**src/rtl/bram_stream_pkg.sv**
```systemverilog
// Shared types and sizing helpers for the BRAM-to-stream reader.
package bram_stream_pkg;

  typedef enum logic [1:0] {
    ST_IDLE  = 2'd0,
    ST_RUN   = 2'd1,
    ST_DRAIN = 2'd2
  } state_e;

  localparam int unsigned TAG_WIDTH = 1;

  // Two extra slots beyond the read latency keep full throughput under the credit rule.
  function automatic int unsigned fifo_depth(input int unsigned read_latency);
    return read_latency + 2;
  endfunction

endpackage

```
**src/rtl/stream_fifo.sv**
```systemverilog
// Small synchronous FIFO with registered storage output and async active-low clear.
module stream_fifo #(
  parameter int unsigned DEPTH = 4,
  parameter int unsigned WIDTH = 33
) (
  input  logic             clk_i,
  input  logic             rst_ni,
  input  logic             wr_en_i,
  input  logic [WIDTH-1:0] wr_data_i,
  input  logic             rd_en_i,
  output logic [WIDTH-1:0] rd_data_o,
  output logic             valid_o
);

  localparam int unsigned PW = (DEPTH > 1) ? $clog2(DEPTH) : 1;
  localparam int unsigned CW = $clog2(DEPTH + 1);

  logic [WIDTH-1:0] mem_q [DEPTH];
  logic [PW-1:0]    wr_ptr_q, rd_ptr_q;
  logic [CW-1:0]    count_q;
  logic             do_pop;

  function automatic logic [PW-1:0] ptr_inc(input logic [PW-1:0] p);
    return (p == PW'(DEPTH - 1)) ? '0 : p + 1'b1;
  endfunction

  assign do_pop = rd_en_i && (count_q != '0);

  // Writers never push into a full FIFO: the caller reserves space ahead of time.
  always_ff @(posedge clk_i or negedge rst_ni) begin
    if (!rst_ni) begin
      for (int unsigned i = 0; i < DEPTH; i++) begin
        mem_q[i] <= '0;
      end
      wr_ptr_q <= '0;
      rd_ptr_q <= '0;
      count_q  <= '0;
    end else begin
      if (wr_en_i) begin
        mem_q[wr_ptr_q] <= wr_data_i;
        wr_ptr_q        <= ptr_inc(wr_ptr_q);
      end
      if (do_pop) begin
        rd_ptr_q <= ptr_inc(rd_ptr_q);
      end
      count_q <= count_q + CW'(wr_en_i) - CW'(do_pop);
    end
  end

  assign rd_data_o = mem_q[rd_ptr_q];
  assign valid_o   = (count_q != '0);

endmodule

```
**src/rtl/bram_stream_reader.sv**
```systemverilog
// Replays a window of a block RAM as framed AXI4-Stream packets, one-shot or looping.
module bram_stream_reader
  import bram_stream_pkg::*;
#(
  parameter int unsigned ADDR_WIDTH   = 5,
  parameter int unsigned DATA_WIDTH   = 32,
  parameter int unsigned READ_LATENCY = 2
) (
  input  logic                  clk,
  input  logic                  rst,
  input  logic                  start,
  input  logic                  stop,
  input  logic [ADDR_WIDTH-1:0] cfg_base,
  input  logic [ADDR_WIDTH:0]   cfg_len,
  input  logic                  cfg_loop,
  output logic                  bram_en,
  output logic [ADDR_WIDTH-1:0] bram_addr,
  input  logic [DATA_WIDTH-1:0] bram_dout,
  output logic [DATA_WIDTH-1:0] m_axis_tdata,
  output logic                  m_axis_tvalid,
  input  logic                  m_axis_tready,
  output logic                  m_axis_tlast,
  output logic                  busy,
  output logic                  frame_done
);

  localparam int unsigned FIFO_DEPTH = fifo_depth(READ_LATENCY);
  localparam int unsigned CW         = $clog2(FIFO_DEPTH + 1);
  localparam int unsigned FW         = DATA_WIDTH + TAG_WIDTH;

  state_e                  state_q, state_d;
  logic [ADDR_WIDTH-1:0]   addr_q, addr_d;
  logic [ADDR_WIDTH-1:0]   base_q, base_d;
  logic [ADDR_WIDTH:0]     len_q, len_d;
  logic [ADDR_WIDTH:0]     idx_q, idx_d;
  logic                    loop_q, loop_d;
  logic                    stop_pend_q, stop_pend_d;
  logic [CW-1:0]           credit_q, credit_d;
  logic [READ_LATENCY-1:0] pipe_v_q, pipe_tag_q;

  logic                    issue, last_word, xfer;
  logic [FW-1:0]           fifo_rdata;
  logic                    fifo_valid;

  // credit_q counts reads in flight plus words held in the FIFO, so every read has a slot.
  assign issue     = (state_q == ST_RUN) && (credit_q < CW'(FIFO_DEPTH));
  assign last_word = ((idx_q + 1'b1) == len_q);
  assign xfer      = fifo_valid & m_axis_tready;

  always_comb begin
    state_d     = state_q;
    addr_d      = addr_q;
    base_d      = base_q;
    len_d       = len_q;
    idx_d       = idx_q;
    loop_d      = loop_q;
    stop_pend_d = stop_pend_q;
    credit_d    = credit_q + CW'(issue) - CW'(xfer);
    case (state_q)
      ST_IDLE: begin
        if (start && (cfg_len != '0)) begin
          state_d     = ST_RUN;
          base_d      = cfg_base;
          len_d       = cfg_len;
          loop_d      = cfg_loop;
          addr_d      = cfg_base;
          idx_d       = '0;
          stop_pend_d = 1'b0;
        end
      end
      ST_RUN: begin
        if (stop) stop_pend_d = 1'b1;
        if (issue) begin
          if (last_word) begin
            idx_d  = '0;
            addr_d = base_q;
            if (!loop_q || stop_pend_d) state_d = ST_DRAIN;
          end else begin
            idx_d  = idx_q + 1'b1;
            addr_d = addr_q + 1'b1;
          end
        end
      end
      ST_DRAIN: begin
        if (credit_d == '0) state_d = ST_IDLE;
      end
      default: state_d = ST_IDLE;
    endcase
  end

  always_ff @(posedge clk or negedge rst) begin
    if (!rst) begin
      state_q     <= ST_IDLE;
      addr_q      <= '0;
      base_q      <= '0;
      len_q       <= '0;
      idx_q       <= '0;
      loop_q      <= 1'b0;
      stop_pend_q <= 1'b0;
      credit_q    <= '0;
      pipe_v_q    <= '0;
      pipe_tag_q  <= '0;
    end else begin
      state_q       <= state_d;
      addr_q        <= addr_d;
      base_q        <= base_d;
      len_q         <= len_d;
      idx_q         <= idx_d;
      loop_q        <= loop_d;
      stop_pend_q   <= stop_pend_d;
      credit_q      <= credit_d;
      pipe_v_q[0]   <= issue;
      pipe_tag_q[0] <= last_word;
      for (int unsigned i = 1; i < READ_LATENCY; i++) begin
        pipe_v_q[i]   <= pipe_v_q[i-1];
        pipe_tag_q[i] <= pipe_tag_q[i-1];
      end
    end
  end

  stream_fifo #(
    .DEPTH (FIFO_DEPTH),
    .WIDTH (FW)
  ) u_fifo (
    .clk_i     (clk),
    .rst_ni    (rst),
    .wr_en_i   (pipe_v_q[READ_LATENCY-1]),
    .wr_data_i ({pipe_tag_q[READ_LATENCY-1], bram_dout}),
    .rd_en_i   (m_axis_tready),
    .rd_data_o (fifo_rdata),
    .valid_o   (fifo_valid)
  );

  assign bram_en       = issue;
  assign bram_addr     = addr_q;
  assign m_axis_tdata  = fifo_rdata[DATA_WIDTH-1:0];
  assign m_axis_tlast  = fifo_rdata[DATA_WIDTH];
  assign m_axis_tvalid = fifo_valid;
  assign busy          = (state_q != ST_IDLE);
  assign frame_done    = fifo_valid & m_axis_tready & fifo_rdata[DATA_WIDTH];

endmodule

```
**config.mk**
```make
export PLATFORM = sky130hd
export DESIGN_NAME = bram_stream_reader
export DESIGN_NICKNAME = d
export VERILOG_FILES = /design/src/rtl/bram_stream_pkg.sv /design/src/rtl/stream_fifo.sv /design/src/rtl/bram_stream_reader.sv
export SDC_FILE = /design/constraint.sdc
export NUM_CORES = 1
export LEC_CHECK = 0
export ABC_AREA = 0
export ABC_CLOCK_PERIOD_IN_PS = 2630
export CORE_UTILIZATION = 45
export DETAILED_ROUTE_END_ITERATION = 6
export PLACE_DENSITY_LB_ADDON = 0.1
export SYNTH_ARGS = -nofsm -noshare
export SYNTH_HDL_FRONTEND = slang
export SYNTH_SLANG_ARGS = --single-unit
```
**constraint.sdc**
```tcl
create_clock -name clk -period 2.63 [get_ports clk]
set_input_delay 0.263 -clock clk [delete_from_list [all_inputs] [get_ports clk]]
set_output_delay 0.263 -clock clk [all_outputs]
set_load 0.05 [all_outputs]
```
======== Word-level counts from Yosys, hierarchy flattened ========
Cells that the tools add are included.
operators by class
  add/sub/neg operators ................... 8
  $lt $le $gt $ge ......................... 4
  equal/unequal tests ..................... 10
  muxes and demuxes ....................... 26
  bitwise operators ....................... 4
  reduce and logical (&&, ||, !) cells .... 16
operators with widths
  kind                   count
  $bwmux W132            1
  $mux W33               3
  $bmux W33 S2           1
  $demux W33 S2          1
  $mux W6                3
  $mux W5                3
  $mux W2                7
  $pmux W6 S2            1
  $pmux W5 S2            1
  $ne A2 B2 Y1 const B   4
  $add A3 B1 Y3          2
  $add A6 B1 Y6 const B  1
  $eq A2 B2 Y1 const B   3
  $eq A6 B6 Y1           1
  $ge A3 B3 Y1 const B   2
  $not A2 Y3             2
  $pmux W2 S3            1
  $reduce_bool A6 Y1     1
  $sub A3 B1 Y3          2
  $add A5 B1 Y5 const B  1
  $reduce_and A5 Y1      1
  $add A2 B1 Y2 const B  2
  $logic_and A1 B1 Y1    4
  $reduce_and A2 Y1      2
  14 further kinds       18
storage, ports and cells
  bits in registers ....................... 172
  bits of input ports ..................... 49
  word-level logic and storage cells ...... 85

======== Depth between registers and ports, before layout ========
  depth after elaboration ................. 7
  mapped depth ............................ 12
  depth with buffers taken out ............ 12

======== By module ========
A second synthesis with hierarchy kept.
second synthesis, totals
  cell total of the unflattened synthesis .. 521
  area, all modules ....................... 7,973.9 um^2
by module, submodules not included
  module              times used  cells each  area each (um^2)
  stream_fifo         1           355         6,199.7
  bram_stream_reader  1           166         1,774.2

======== Worst setup path before layout ========
OpenSTA, ideal clock, no wires.
  path kind ............................... register to register
  start ................................... register u_fifo.count_q[1]
  end ..................................... register state_q[1]
  setup time .............................. 133 ps
  data arrival time ....................... 2,697 ps
  required time ........................... 2,497 ps
  slack ................................... -200 ps
  cell stages (with the launch flop) ...... 13
  path buffers ............................ 0
  path through ............................ dfrtp_1 -> or3_1 -> nand2_1 -> inv_1 -> ha_1 -> inv_1 -> ha_1 -> inv_1 -> fa_1 -> xnor2_1 -> xnor2_1 -> o31ai_1 -> o22ai_1
on the way
  word-level cells in the longest chain between the ends .. 6
RTL lines
  element                             RTL line                   RTL
  from (decl)                         stream_fifo.sv:20          logic [CW-1:0] count_q;
  from (signal assigned)              stream_fifo.sv:46          count_q <= count_q + CW'(wr_en_i) - CW'(do_pop);
  $reduce_bool A3 Y1                  stream_fifo.sv:51          assign valid_o = (count_q != '0);
  named net m_axis_tvalid             bram_stream_reader.sv:20   output logic m_axis_tvalid,
  $and A1 B1 Y1                       bram_stream_reader.sv:48   assign xfer = fifo_valid & m_axis_tready;
  $sub A3 B1 Y3                       bram_stream_reader.sv:58   credit_d = credit_q + CW'(issue) - CW'(xfer);
  named net credit_d[2]               bram_stream_reader.sv:38   logic [CW-1:0] credit_q, credit_d;
  $logic_not A3 Y1                    bram_stream_reader.sv:85   if (credit_d == '0) state_d = ST_IDLE;
  $ne A2 B2 Y1 (no source line)       n/a
  $reduce_and A5 Y1 (no source line)  n/a
  to (signal assigned)                bram_stream_reader.sv:104  state_q <= state_d;
  to (decl)                           bram_stream_reader.sv:31   state_e state_q, state_d;
The timed path passes the listed nets, and every way through them passes these cells.
A chain may end at the register's enable or synchronous reset.

======== Worst setup path after layout ========
  start ................................... register u_fifo.rd_ptr_q[0]
  end ..................................... output m_axis_tdata[11]
on the way
  word-level cells in the longest chain between the ends .. 4
RTL lines
  element                                      RTL line                  RTL
  from (decl)                                  stream_fifo.sv:19         logic [PW-1:0] wr_ptr_q, rd_ptr_q;
  from (signal assigned)                       stream_fifo.sv:44         rd_ptr_q <= ptr_inc(rd_ptr_q);
  $not A2 Y3 (implied by the code)             stream_fifo.sv:50         assign rd_data_o = mem_q[rd_ptr_q];
  $bmux W33 S2                                 stream_fifo.sv:50
  $mux W33 (implied by the code) (2 in a row)  stream_fifo.sv:50
  to (decl)                                    bram_stream_reader.sv:19  output logic [DATA_WIDTH-1:0] m_axis_tdata,
No other way between the ends. The select of a mux whose other input is x is not followed.

==> reports/results.txt <==
WS Path Type = reg2out
CTS H-Tree Depth = 4
Io pins = 91
Root Buffer = clkbuf_16
First-pass GRT wire length = 25600 µm
CP cell instances = buf_12 > mux4_2 > clkdlybuf4s50_1
Worst path arrival time = 2.29 ns
CTS buffer count = 17
Fillers = 1327
Final WS setup = 0.0766 ns
DRC = 0
Largest net degree at the start of global routing = 76
Core area = 0.0166 mm²
Vias in the first global route = 4935
Fin crit period = 2.55 ns
Die Y = 133 µm
Post-DP HPWL = 10100 µm
Die X-Extent = 133 µm
Synth async-reset ratio = 100%
Crit path from = u_fifo.rd_ptr_q[0]
Mapped Avg Cell Area = 14.9 µm²
Latest clock arrival within the worst-skew pair = 0.43 ns
Full die area = 0.0176 mm²
Final Cycle Share = 97.1%
Layout net count = 682
Rows = 47
Maxcap violations = 0
Vias = 4630
Antenna violations before repair = 0
Flops & latches, synth = 172
Relative max-transition margin = 51.9%
CTS tree = yes
Multi-input combinational cell area = 0.00323 mm²
Synth area leaders = dfrtp_1, mux2_2, mux4_2
Synthesized instance count = 517
Post-synth EDFFs = 0
Final WL = 15400 µm
Share of layout cells above drive strength 1 = 40.6%
Synth cell types = 46
N_diodes = 0
Worst hold-check path type = reg2reg
Ys flop type = dfrtp_1
Final TNS setup = 0 ns
CP max FO = 21
Clock transition at the registers of the reported paths = 0.06 ns
Synth warn = 0
Commonest non-fill, non-tap cell in the layout = dfrtp_1
Crit start category = register
Post-route antenna net violation count = 0
DRT Pass-1 Iters = 4
Yosys top cell area share = 55.9%
1st-iter DRT viols = 137
Critical Path RT = 2.37 ns
Net Count, Synth = 579
Grt total ovfl = 0
Critical Path End = m_axis_tdata[11]
Setup slack at placement = 0.0985 ns
Final Setup Violations = 0
Initial Util = 46.2%
Layout Skew = 0.00543 ns
Final hold vios = 0
Post-synthesis sequential area ratio = 55.9%
Highest Clock Rate = 392 MHz
Status = complete, no violations
Worst reg2reg endpoint = state_q[1]
Worst reg2reg path startpoint = u_fifo.count_q[0]
Least-Margin Pin Slew = 0.721 ns
GRT Total Usage = 19.0%
RSZ-0062 raised after global routing = true
Port Buffers = 90
Critical path endpoint category = output port
Clock Sinks = 172
Commonest cells after routing, fill and taps aside = dfrtp_1, mux2_2, clkdlybuf4s50_1
Dominant cell type by area after synthesis = dfrtp_1
Clk buf depth = 2
Area Growth Syn to Fin = 25.0%
FF+latch area = 0.00431 mm²
FF-to-FF path depth = 12
DR WL/cell = 18.1 µm
Slowest cell on crit path = clkdlybuf4s50_1
Max-slew violations = 0
Routed vias/inst = 5.45
Flop2flop setup slack = 0.12 ns
Synthesized area = 0.00769 mm²
Placer Congestion = 0.775
Slowest stage delay, CP = 0.71 ns
[worst max-delay path, delay by kind of cell, from the launching register on]
family / cells / cell delay (ns)
buffers and inverters: 2 / 0.93
DFF: 1 / 0.41
muxes: 1 / 0.52
[cells in the mapped netlist (2+ instances only)]
cell and number:
a21o_1 3, a21oi_1 5, a31oi_1 4, and2_1 2, and3_1 2, buf_1 15
clkbuf_1 9, dfrtp_1 172, fa_1 2, ha_1 11, inv_1 17, mux2_2 139
mux2i_1 2, mux4_2 33, nand2_1 29, nand2b_1 4, nand3_1 5, nor2_1 5
nor3_1 2, o21ai_0 9, o22ai_1 4, o31ai_1 4, or2_2 4, or3_1 2
xnor2_1 10, xor2_1 3
[logic make-up (layout without fill, tap and decap cells)]
logic type / count (synthesis) / in the layout / share of synthesized area, %
compound gates: 39 / 39 / 3.63
xor+xnor: 13 / 13 / 1.48
fa+ha+maj: 13 / 13 / 2.31
buf+inv: 45 / 158 / 2.52
flops: 172 / 172 / 55.9
mux: 174 / 174 / 30.3
simple gates: 61 / 61 / 3.87
[layer usage]
metal  global-route usage [%]  share of wire (%)
met5                        0                  0
met4                     6.32                1.4
met3                     3.87                3.2
met2                     30.0                 48
met1                     26.3                 47
[final cells by class]
type | count | share of cell area [%]
inverter | 18 | 0.741
clock inverter | 6 | 0.884
sequential | 172 | 44.8
clock buffer | 23 | 5.28
multi-input combinational | 300 | 33.5
tap | 220 | 2.86
timing repair buffer | 111 | 11.9
[timing repair]
action / in CTS / in global routing
hold buffers: 1 / 0
pin swaps: 0 / 2
buffers inserted: 0 / 0
endpoints found under the hold margin: 72 / 0
resized for setup: 1 / 8
endpoints found under the setup margin: 1 / 6
[metrics by stage]
step	utilization [%]	hold WS, ns	area [µm²]	instances
after floorplan	-	-0.0326	7710	517
after global placement	54.0	0.329	8990	820
after detailed placement	54.0	0.336	8990	820
after CTS	57.7	0.350	9600	850
after global routing	57.8	0.358	9620	850
final	57.8	0.350	9620	850
[state kept, by name, indices dropped and copies added, names as in the netlist]
signal and cells:
credit_q 3, u_fifo.count_q 3, u_fifo.wr_ptr_q 2, len_q 6
idx_q 6, state_q 2, loop_q 1, u_fifo.rd_ptr_q 2
pipe_tag_q 2, bram_addr 5, stop_pend_q 1, u_fifo.mem_q 132
base_q 5, pipe_v_q 2
[worst min path at each step]
stage | endpoint | slack (ns) | cells after the start | startpoint
6_report | pipe_v_q[1] | 0.35 | 0 | pipe_v_q[0]
5_1_grt | pipe_tag_q[1] | 0.36 | 0 | pipe_tag_q[0]
4_1_cts | pipe_v_q[1] | 0.35 | 0 | pipe_v_q[0]
3_5_place_dp | pipe_v_q[1] | 0.34 | 0 | pipe_v_q[0]
3_3_place_gp | u_fifo.mem_q[106] | 0.33 | 1 | rst
2_1_floorplan | base_q[0] | -0.03 | 0 | rst
Power is not shown: default switching activity piles up to over one toggle a cycle in this logic, so the estimate is an artifact.
